### src/rtl/opb_register_simulink2ppc_if.sv
// ----------------------------------------------------------------------------
// opb_register_simulink2ppc_if
//   OPB slave-side bus bundle for the Simulink-to-PPC register.
//   Signal names and bit orders follow the OPB convention (bit 0 = MSB).
//
//   OPB_ABus    [0:31]  address              (master -> slave)
//   OPB_BE      [0:3]   byte enables         (master -> slave)
//   OPB_DBus    [0:31]  write data           (master -> slave)
//   OPB_RNW             1 = read, 0 = write  (master -> slave)
//   OPB_select          transfer in progress (master -> slave)
//   OPB_seqAddr         sequential hint      (master -> slave, ignored)
//   Sl_DBus     [0:31]  read data            (slave -> master)
//   Sl_xferAck          transfer acknowledge (slave -> master)
//   Sl_errAck, Sl_retry, Sl_toutSup          (slave -> master, tied 0)
// ----------------------------------------------------------------------------
interface opb_register_simulink2ppc_if;
    logic [0:31] OPB_ABus;
    logic [0:3]  OPB_BE;
    logic [0:31] OPB_DBus;
    logic        OPB_RNW;
    logic        OPB_select;
    logic        OPB_seqAddr;
    logic [0:31] Sl_DBus;
    logic        Sl_xferAck;
    logic        Sl_errAck;
    logic        Sl_retry;
    logic        Sl_toutSup;

    modport master (
        output OPB_ABus, OPB_BE, OPB_DBus, OPB_RNW, OPB_select, OPB_seqAddr,
        input  Sl_DBus, Sl_xferAck, Sl_errAck, Sl_retry, Sl_toutSup
    );

    modport slave (
        input  OPB_ABus, OPB_BE, OPB_DBus, OPB_RNW, OPB_select, OPB_seqAddr,
        output Sl_DBus, Sl_xferAck, Sl_errAck, Sl_retry, Sl_toutSup
    );
endinterface

### src/rtl/opb_register_simulink2ppc.sv
// ----------------------------------------------------------------------------
// opb_register_simulink2ppc
//   OPB slave register carrying a 32-bit fabric value to the PowerPC.
//   Fabric logic strobes user_valid with user_data_in; the word is captured,
//   new/overflow status is tracked, and the PPC reads it over OPB.
//
//   Register map (word offsets inside a 256-byte window):
//     0x00 DATA    RO  captured word (user_data_in[31] -> Sl_DBus[0])
//     0x04 STATUS  RO  [31]=new, [30]=overflow, [0:15]=capture count
//     0x08 CONTROL WO  when BE[3]: [31]=1 clears overflow, [30]=1 clears count
//     0x0C         reads 0, writes ignored
//
//   Ports:
//     OPB_Clk       single clock for bus and capture logic
//     OPB_Rst       synchronous active-high reset
//     opb           OPB slave modport (see opb_register_simulink2ppc_if)
//     user_data_in  fabric value
//     user_valid    capture strobe, one cycle per value
//
//   Build option: define S2P_CAPTURE_COUNT_EN to build the 16-bit saturating
//   capture counter. Without it STATUS[0:15] reads 0 and CONTROL[30] is ignored.
// ----------------------------------------------------------------------------
module opb_register_simulink2ppc #(
    parameter logic [0:31] C_BASEADDR   = 32'hFFFFFFFF,
    parameter logic [0:31] C_HIGHADDR   = 32'h00000000,
    parameter int          C_OPB_AWIDTH = 32,
    parameter int          C_OPB_DWIDTH = 32,
    parameter string       C_FAMILY     = "virtex5"
) (
    input  logic                          OPB_Clk,
    input  logic                          OPB_Rst,
    opb_register_simulink2ppc_if.slave    opb,
    input  logic [31:0]                   user_data_in,
    input  logic                          user_valid
);

    // Elaboration-time sanity check of the bus configuration.
    if (C_OPB_AWIDTH != 32 || C_OPB_DWIDTH != 32 ||
        (C_HIGHADDR != 32'h0 && C_HIGHADDR[0:23] != C_BASEADDR[0:23])) begin : g_bad_cfg
        $error("opb_register_simulink2ppc: unsupported bus configuration");
    end

    logic        w_hit;
    logic        w_start;
    logic [1:0]  w_off;
    logic        w_ctrl_wr;
    logic [0:31] w_status;
    logic [0:31] w_rdata;
    logic        w_new_d;
    logic        w_ovf_d;

    logic        r_ack;
    logic        r_done;
    logic [0:31] r_dbus;
    logic [31:0] r_data;
    logic        r_new;
    logic        r_ovf;
    // Side-effect flags: captured in the hit cycle, high only during the ack
    // cycle, applied on the edge that ends it.
    logic        r_clr_new;
    logic        r_clr_ovf;

`ifdef S2P_CAPTURE_COUNT_EN
    logic [15:0] r_cnt;
    logic [15:0] w_cnt_d;
    logic        r_clr_cnt;
`endif

    always_comb begin
        w_hit   = opb.OPB_select && (opb.OPB_ABus[0:23] == C_BASEADDR[0:23]);
        w_off   = {opb.OPB_ABus[28], opb.OPB_ABus[29]};
        // r_done blocks a re-ack while the master keeps select on the same hit.
        w_start = w_hit && !r_ack && !r_done && !OPB_Rst;

        w_status     = '0;
        w_status[31] = r_new;
        w_status[30] = r_ovf;
`ifdef S2P_CAPTURE_COUNT_EN
        w_status[0:15] = r_cnt;
`endif

        w_rdata = '0;
        if (opb.OPB_RNW) begin
            case (w_off)
                2'd0:    w_rdata = r_data;
                2'd1:    w_rdata = w_status;
                default: w_rdata = '0;
            endcase
        end

        w_ctrl_wr = w_start && !opb.OPB_RNW && (w_off == 2'd2) && opb.OPB_BE[3];

        // A capture always leaves new set, even against a DATA-read clear.
        w_new_d = r_new;
        if (r_clr_new) w_new_d = 1'b0;
        if (user_valid) w_new_d = 1'b1;

        // Overflow only when unread data is overwritten; a capture coinciding
        // with the DATA-read clear does not count. A clear beats a set.
        w_ovf_d = r_ovf;
        if (user_valid && r_new && !r_clr_new) w_ovf_d = 1'b1;
        if (r_clr_ovf) w_ovf_d = 1'b0;

`ifdef S2P_CAPTURE_COUNT_EN
        w_cnt_d = r_cnt;
        if (user_valid && r_cnt != 16'hFFFF) w_cnt_d = r_cnt + 16'd1;
        if (r_clr_cnt) w_cnt_d = user_valid ? 16'd1 : 16'd0;
`endif
    end

    always_ff @(posedge OPB_Clk) begin
        if (OPB_Rst) begin
            r_ack     <= 1'b0;
            r_done    <= 1'b0;
            r_dbus    <= '0;
            r_data    <= '0;
            r_new     <= 1'b0;
            r_ovf     <= 1'b0;
            r_clr_new <= 1'b0;
            r_clr_ovf <= 1'b0;
        end else begin
            r_ack     <= w_start;
            r_done    <= (r_ack || r_done) && w_hit;
            // Read data only ever lives in the ack cycle.
            r_dbus    <= w_start ? w_rdata : '0;
            r_clr_new <= w_start && opb.OPB_RNW && (w_off == 2'd0);
            r_clr_ovf <= w_ctrl_wr && opb.OPB_DBus[31];
            if (user_valid) r_data <= user_data_in;
            r_new     <= w_new_d;
            r_ovf     <= w_ovf_d;
        end
    end

`ifdef S2P_CAPTURE_COUNT_EN
    always_ff @(posedge OPB_Clk) begin
        if (OPB_Rst) begin
            r_cnt     <= '0;
            r_clr_cnt <= 1'b0;
        end else begin
            r_cnt     <= w_cnt_d;
            r_clr_cnt <= w_ctrl_wr && opb.OPB_DBus[30];
        end
    end
`endif

    assign opb.Sl_DBus    = r_dbus;
    assign opb.Sl_xferAck = r_ack;
    assign opb.Sl_errAck  = 1'b0;
    assign opb.Sl_retry   = 1'b0;
    assign opb.Sl_toutSup = 1'b0;

    logic w_unused;
    assign w_unused = ^{opb.OPB_seqAddr, opb.OPB_ABus[24:27], opb.OPB_ABus[30:31],
                        opb.OPB_BE[0:2], opb.OPB_DBus[0:30], C_FAMILY.len()};

endmodule

### src/flat_wrapper.sv
// flat-port wrapper written by rule: the top's interface ports become plain ports
module opb_register_simulink2ppc_flat 
#(
    parameter logic [0:31] C_BASEADDR   = 32'hFFFFFFFF,
    parameter logic [0:31] C_HIGHADDR   = 32'h00000000,
    parameter int          C_OPB_AWIDTH = 32,
    parameter int          C_OPB_DWIDTH = 32,
    parameter string       C_FAMILY     = "       "
)
  (OPB_Clk, OPB_Rst, user_data_in, user_valid, opb_OPB_ABus, opb_OPB_BE, opb_OPB_DBus, opb_OPB_RNW, opb_OPB_select, opb_OPB_seqAddr, opb_Sl_DBus, opb_Sl_xferAck, opb_Sl_errAck, opb_Sl_retry, opb_Sl_toutSup);
  opb_register_simulink2ppc_if opb_i ();
  input  logic OPB_Clk;
  input  logic OPB_Rst;
  input  logic [31:0] user_data_in;
  input  logic user_valid;
  input wire logic [$bits(opb_i.OPB_ABus)-1:0] opb_OPB_ABus;
  input wire logic [$bits(opb_i.OPB_BE)-1:0] opb_OPB_BE;
  input wire logic [$bits(opb_i.OPB_DBus)-1:0] opb_OPB_DBus;
  input wire logic [$bits(opb_i.OPB_RNW)-1:0] opb_OPB_RNW;
  input wire logic [$bits(opb_i.OPB_select)-1:0] opb_OPB_select;
  input wire logic [$bits(opb_i.OPB_seqAddr)-1:0] opb_OPB_seqAddr;
  output wire logic [$bits(opb_i.Sl_DBus)-1:0] opb_Sl_DBus;
  output wire logic [$bits(opb_i.Sl_xferAck)-1:0] opb_Sl_xferAck;
  output wire logic [$bits(opb_i.Sl_errAck)-1:0] opb_Sl_errAck;
  output wire logic [$bits(opb_i.Sl_retry)-1:0] opb_Sl_retry;
  output wire logic [$bits(opb_i.Sl_toutSup)-1:0] opb_Sl_toutSup;
  assign opb_i.OPB_ABus = opb_OPB_ABus;
  assign opb_i.OPB_BE = opb_OPB_BE;
  assign opb_i.OPB_DBus = opb_OPB_DBus;
  assign opb_i.OPB_RNW = opb_OPB_RNW;
  assign opb_i.OPB_select = opb_OPB_select;
  assign opb_i.OPB_seqAddr = opb_OPB_seqAddr;
  assign opb_Sl_DBus = opb_i.Sl_DBus;
  assign opb_Sl_xferAck = opb_i.Sl_xferAck;
  assign opb_Sl_errAck = opb_i.Sl_errAck;
  assign opb_Sl_retry = opb_i.Sl_retry;
  assign opb_Sl_toutSup = opb_i.Sl_toutSup;
  opb_register_simulink2ppc #(.C_BASEADDR(C_BASEADDR), .C_HIGHADDR(C_HIGHADDR), .C_OPB_AWIDTH(C_OPB_AWIDTH), .C_OPB_DWIDTH(C_OPB_DWIDTH), .C_FAMILY(C_FAMILY)) u_core (.OPB_Clk(OPB_Clk), .OPB_Rst(OPB_Rst), .opb(opb_i), .user_data_in(user_data_in), .user_valid(user_valid));
endmodule
### config.mk
export PLATFORM = sky130hd
export DESIGN_NAME = opb_register_simulink2ppc_flat
export DESIGN_NICKNAME = d
export VERILOG_FILES = /design/src/rtl/opb_register_simulink2ppc_if.sv /design/src/rtl/opb_register_simulink2ppc.sv /design/src/flat_wrapper.sv
export SDC_FILE = /design/constraint.sdc
export NUM_CORES = 1
export LEC_CHECK = 0
export ABC_AREA = 0
export CORE_MARGIN = 5
export CORE_UTILIZATION = 29
export CTS_BUF_LIST = sky130_fd_sc_hd__clkbuf_2
export DETAILED_ROUTE_END_ITERATION = 10
export GPL_TIMING_DRIVEN = 0
export SLEW_MARGIN = 20
export SYNTH_ARGS = -nofsm -noshare
export SYNTH_HDL_FRONTEND = slang
export SYNTH_SLANG_ARGS = --single-unit
### constraint.sdc
create_clock -name OPB_Clk -period 1.7 [get_ports OPB_Clk]
set_input_delay 0.255 -clock OPB_Clk [delete_from_list [all_inputs] [get_ports OPB_Clk]]
set_output_delay 0.255 -clock OPB_Clk [all_outputs]
set_load 0.05 [all_outputs]
==> run_results.csv <==
group,metric,value,unit
floorplanning,core_area,0.00872,sq mm
place,routabilityCongestion,0.715,
sta,rsz0062_at_grt,"no",
sta,setup_violations,5,
final_layout,drive_above_1_share,0.176,
place,port_buffers,94,
final_layout,fin_util,0.435,
power,sw_frac_of_total,0.253,
yosys,synth.distinct_cells,24,
place,dpl.hpwl,4650,um
sta,layout_min_cycle_time,1.71,ns
drt,drtIter0Drc,48,
setup_path,worst-setup-path-type,"input port to flip-flop",
yosys,synthArstFlopShare,0,
sta,fmax,0.584,GHz
yosys,syn-instance-count,214,
sta,slew_headroom,0.439,
drt,drc,0,
worst_hold_path,min-delay-path-class,"input port to flip-flop",
power,vdd_drop_max,0.000265,V
setup_path,path_cells,"dlygate4sd3_1 -> buf_6 -> nand4b_1 -> or4_1 -> buf_6 -> buf_6 -> nor4b_2",
global_routing,track_usage,0.121,
drt,wire_per_inst,14.7,um
power,seqPwrFrac,0.616,
sta,finalSetupTns,-0.0260,ns
run,drv_cap,0,
place,placed_area,0.00368,sq mm
place,place_inst,418,
yosys,synth_flop_cell,"dfxtp_1",
setup_path,slowest_stage,"dlygate4sd3_1",
setup_path,cpMostUsedCell,"buf_6",
power,leakagePower,1.52,nW
setup_path,worstPathRequired,2.10,ns
yosys,yosysSeqAreaShare,0.540,
floorplanning,die_area,0.0109,sq mm
final_layout,mostFrequentLayoutCell,"dfxtp_1",
yosys,synth_top_family_by_area,"simple AND/OR/NAND/NOR gates",
yosys,synth.avg_cell_area,12.1,sq um
floorplanning,io_pins,142,
setup_path,end_kind,"flip-flop",
yosys,synth_fa_ha_area_frac,0,
drt,wirelength,6440,um
power,combPwrFrac,0.120,
sta,min_period_over_period,1.01,
drt,dr.pass1.iters,4,
clock_network,clockBufferDepth,2,
global_routing,grt_pass1_vias,2135,
setup_path,cp-start-kind,"input port",
final_layout,design_area,0.00380,sq mm
yosys,synth_edf_count,0,
final_layout,final_cell_mix,"dfxtp_1, clkdlybuf4s50_1, nor2_1, mux2i_1, nor4b_2",
yosys,yosys_register_bits,70,
floorplanning,placementRows,34,
drt,top_layer,"met4",
drt,vias,1972,
global_routing,antenna_found_initial,0,
final_layout,stdcell_count,437,
floorplanning,start_util,0.298,
yosys,yosys-mux-area-fraction,0.131,
global_routing,grt_pass1_wl,10700,um
global_routing,overflow,0,
power,power.switching,702,uW
final_layout,finalNetCount,430,
clock_network,path_clk_slew,0.17,ns
yosys,synthSimpleGateAreaFrac,0.275,
setup_path,critical_path.top_delay_family,"buffers and inverters",
setup_path,worst_ep_arrival_time,2.11,ns
final_layout,fillerInstances,838,
yosys,syn_area,0.00259,sq mm
global_routing,grt_start_max_net_pins,12,
drt,ant_nets,0,
drt,wl_met2,2880,um
power,power.share.clock,0.264,
floorplanning,die-width,105,um
final_layout,area_delta_synth_final,46.3,%
clock_network,tritoncts,"yes",
clock_network,cts.htree.levels,3,
final_layout,diodes,0,
sta,slew_viol_final,0,
setup_path,worst-path-buf-inv,4,
sta,setup_slack,-0.0112,ns
yosys,synth_xor_area_frac,0,
sta,finClkSkew,0.0167,ns
sta,final_hold_viol_count,0,
power,power_density,731,mW/mm^2
floorplanning,die_h,105,um
yosys,synth-compound-area-share,0.00193,
clock_network,cts_root_buf,"clkbuf_2",
clock_network,clk-insertion-delay-late,0.48,ns
clock_network,clock_sinks,70,
clock_network,cts_buffers,9,
drt,vias_per_cell,4.51,
yosys,ys_warn_count,0,
power,intPower,2.07,mW
drt,wl_met3,573,um
setup_path,slowest_delay,0.55,ns
run_status,violations,"setup timing",
sta,worst_slew_pin_slew,0.841,ns
power,power.total,2.78,mW
setup_path,crit_fanout,10,
drt,wl_met1,2870,um
run_status,outcome,"complete, but fails checks",
[synthesized netlist by cell type (2+ instances only)]
library cell	count	area [sq um]
nand4_1	4	25.0
nor3_1	5	25.0
buf_1	3	11.3
nor4b_4	2	47.6
nor2_1	35	131
and4_1	3	26.3
nor4b_2	22	330
mux2i_1	34	340
buf_2	3	15.0
buf_4	4	30.0
buf_6	4	45.0
dfxtp_1	70	1400
clkbuf_1	8	30.0
nor4b_1	7	61.3
[area by class of cell]
type / count / area (sq um) / share of cell area
Buffer: 22 / 139 / 0.0366
Clock buffer: 10 / 50.0 / 0.0132
Clock inverter: 6 / 28.8 / 0.00758
Multi-Input combinational cell: 124 / 1100 / 0.290
Sequential cell: 70 / 1400 / 0.369
Tap cell: 108 / 135 / 0.0356
Timing Repair Buffer: 97 / 941 / 0.248
[cell families after synthesis]
family	count (synthesis)
buffers and inverters	22
and+or+nand+nor	86
muxes	34
DFF	70
other	1
AOI/OAI and AO/OA	1
[power by group through the flow]
stage | logic [mW] | registers (mW) | clock network (mW)
final | 0.333 | 1.71 | 0.733
after global routing | 0.363 | 1.72 | 0.851
after CTS | 0.335 | 1.71 | 0.773
after detailed placement | 0.331 | 1.75 | 0
after global placement | 0.327 | 1.74 | 0
after floorplan | 0.157 | 1.74 | 0
[path summary, 6_finish.rpt]
check | startpoint | endpoint | slack, ns | cells after the start
setup / recovery | OPB_Rst | u_core.opb.Sl_DBus[6] | -0.01 | 7
hold / removal | opb_OPB_ABus[2] | u_core.opb.Sl_DBus[0] | 0.27 | 2
hold reg to reg | u_core.r_clr_ovf | u_core.r_ovf | 0.40 | 1
setup reg to reg | u_core.opb.Sl_xferAck | u_core.opb.Sl_DBus[27] | 0.15 | 5
[registers in the layout (all words and copies together), names as in the netlist]
name,flops
u_core.r_clr_new,1
u_core.r_clr_ovf,1
u_core.opb.Sl_DBus,32
u_core.r_ovf,1
u_core.r_data,32
u_core.r_new,1
u_core.opb.Sl_xferAck,1
u_core.r_done,1
[metrics by stage]
stage	setup WS (ns)	hold slack (ns)
after floorplan	0.0430	0.375
after global placement	-0.599	0.384
after detailed placement	-0.617	0.390
after CTS	0.00106	0.228
after global routing	0.000802	0.259
final	-0.0112	0.271
[routing by layer]
layer / up-vias / track usage
li1: 970 / -
met1: 918 / 0.147
met2: 74 / 0.187
met3: 10 / 0.0573
met4: 0 / 0.0466
met5: - / 0
[timing repair]
| action | CTS | global route |
|---|---|---|
| endpoints found under the setup margin | 63 | 52 |
| gates resized for setup | 36 | 29 |
| hold buffers | 1 | 0 |
| buffers inserted | 2 | 0 |
| pin swaps | 1 | 0 |
| hold endpoints to repair | 4 | 0 |
(Power assumes the default switching activity.)
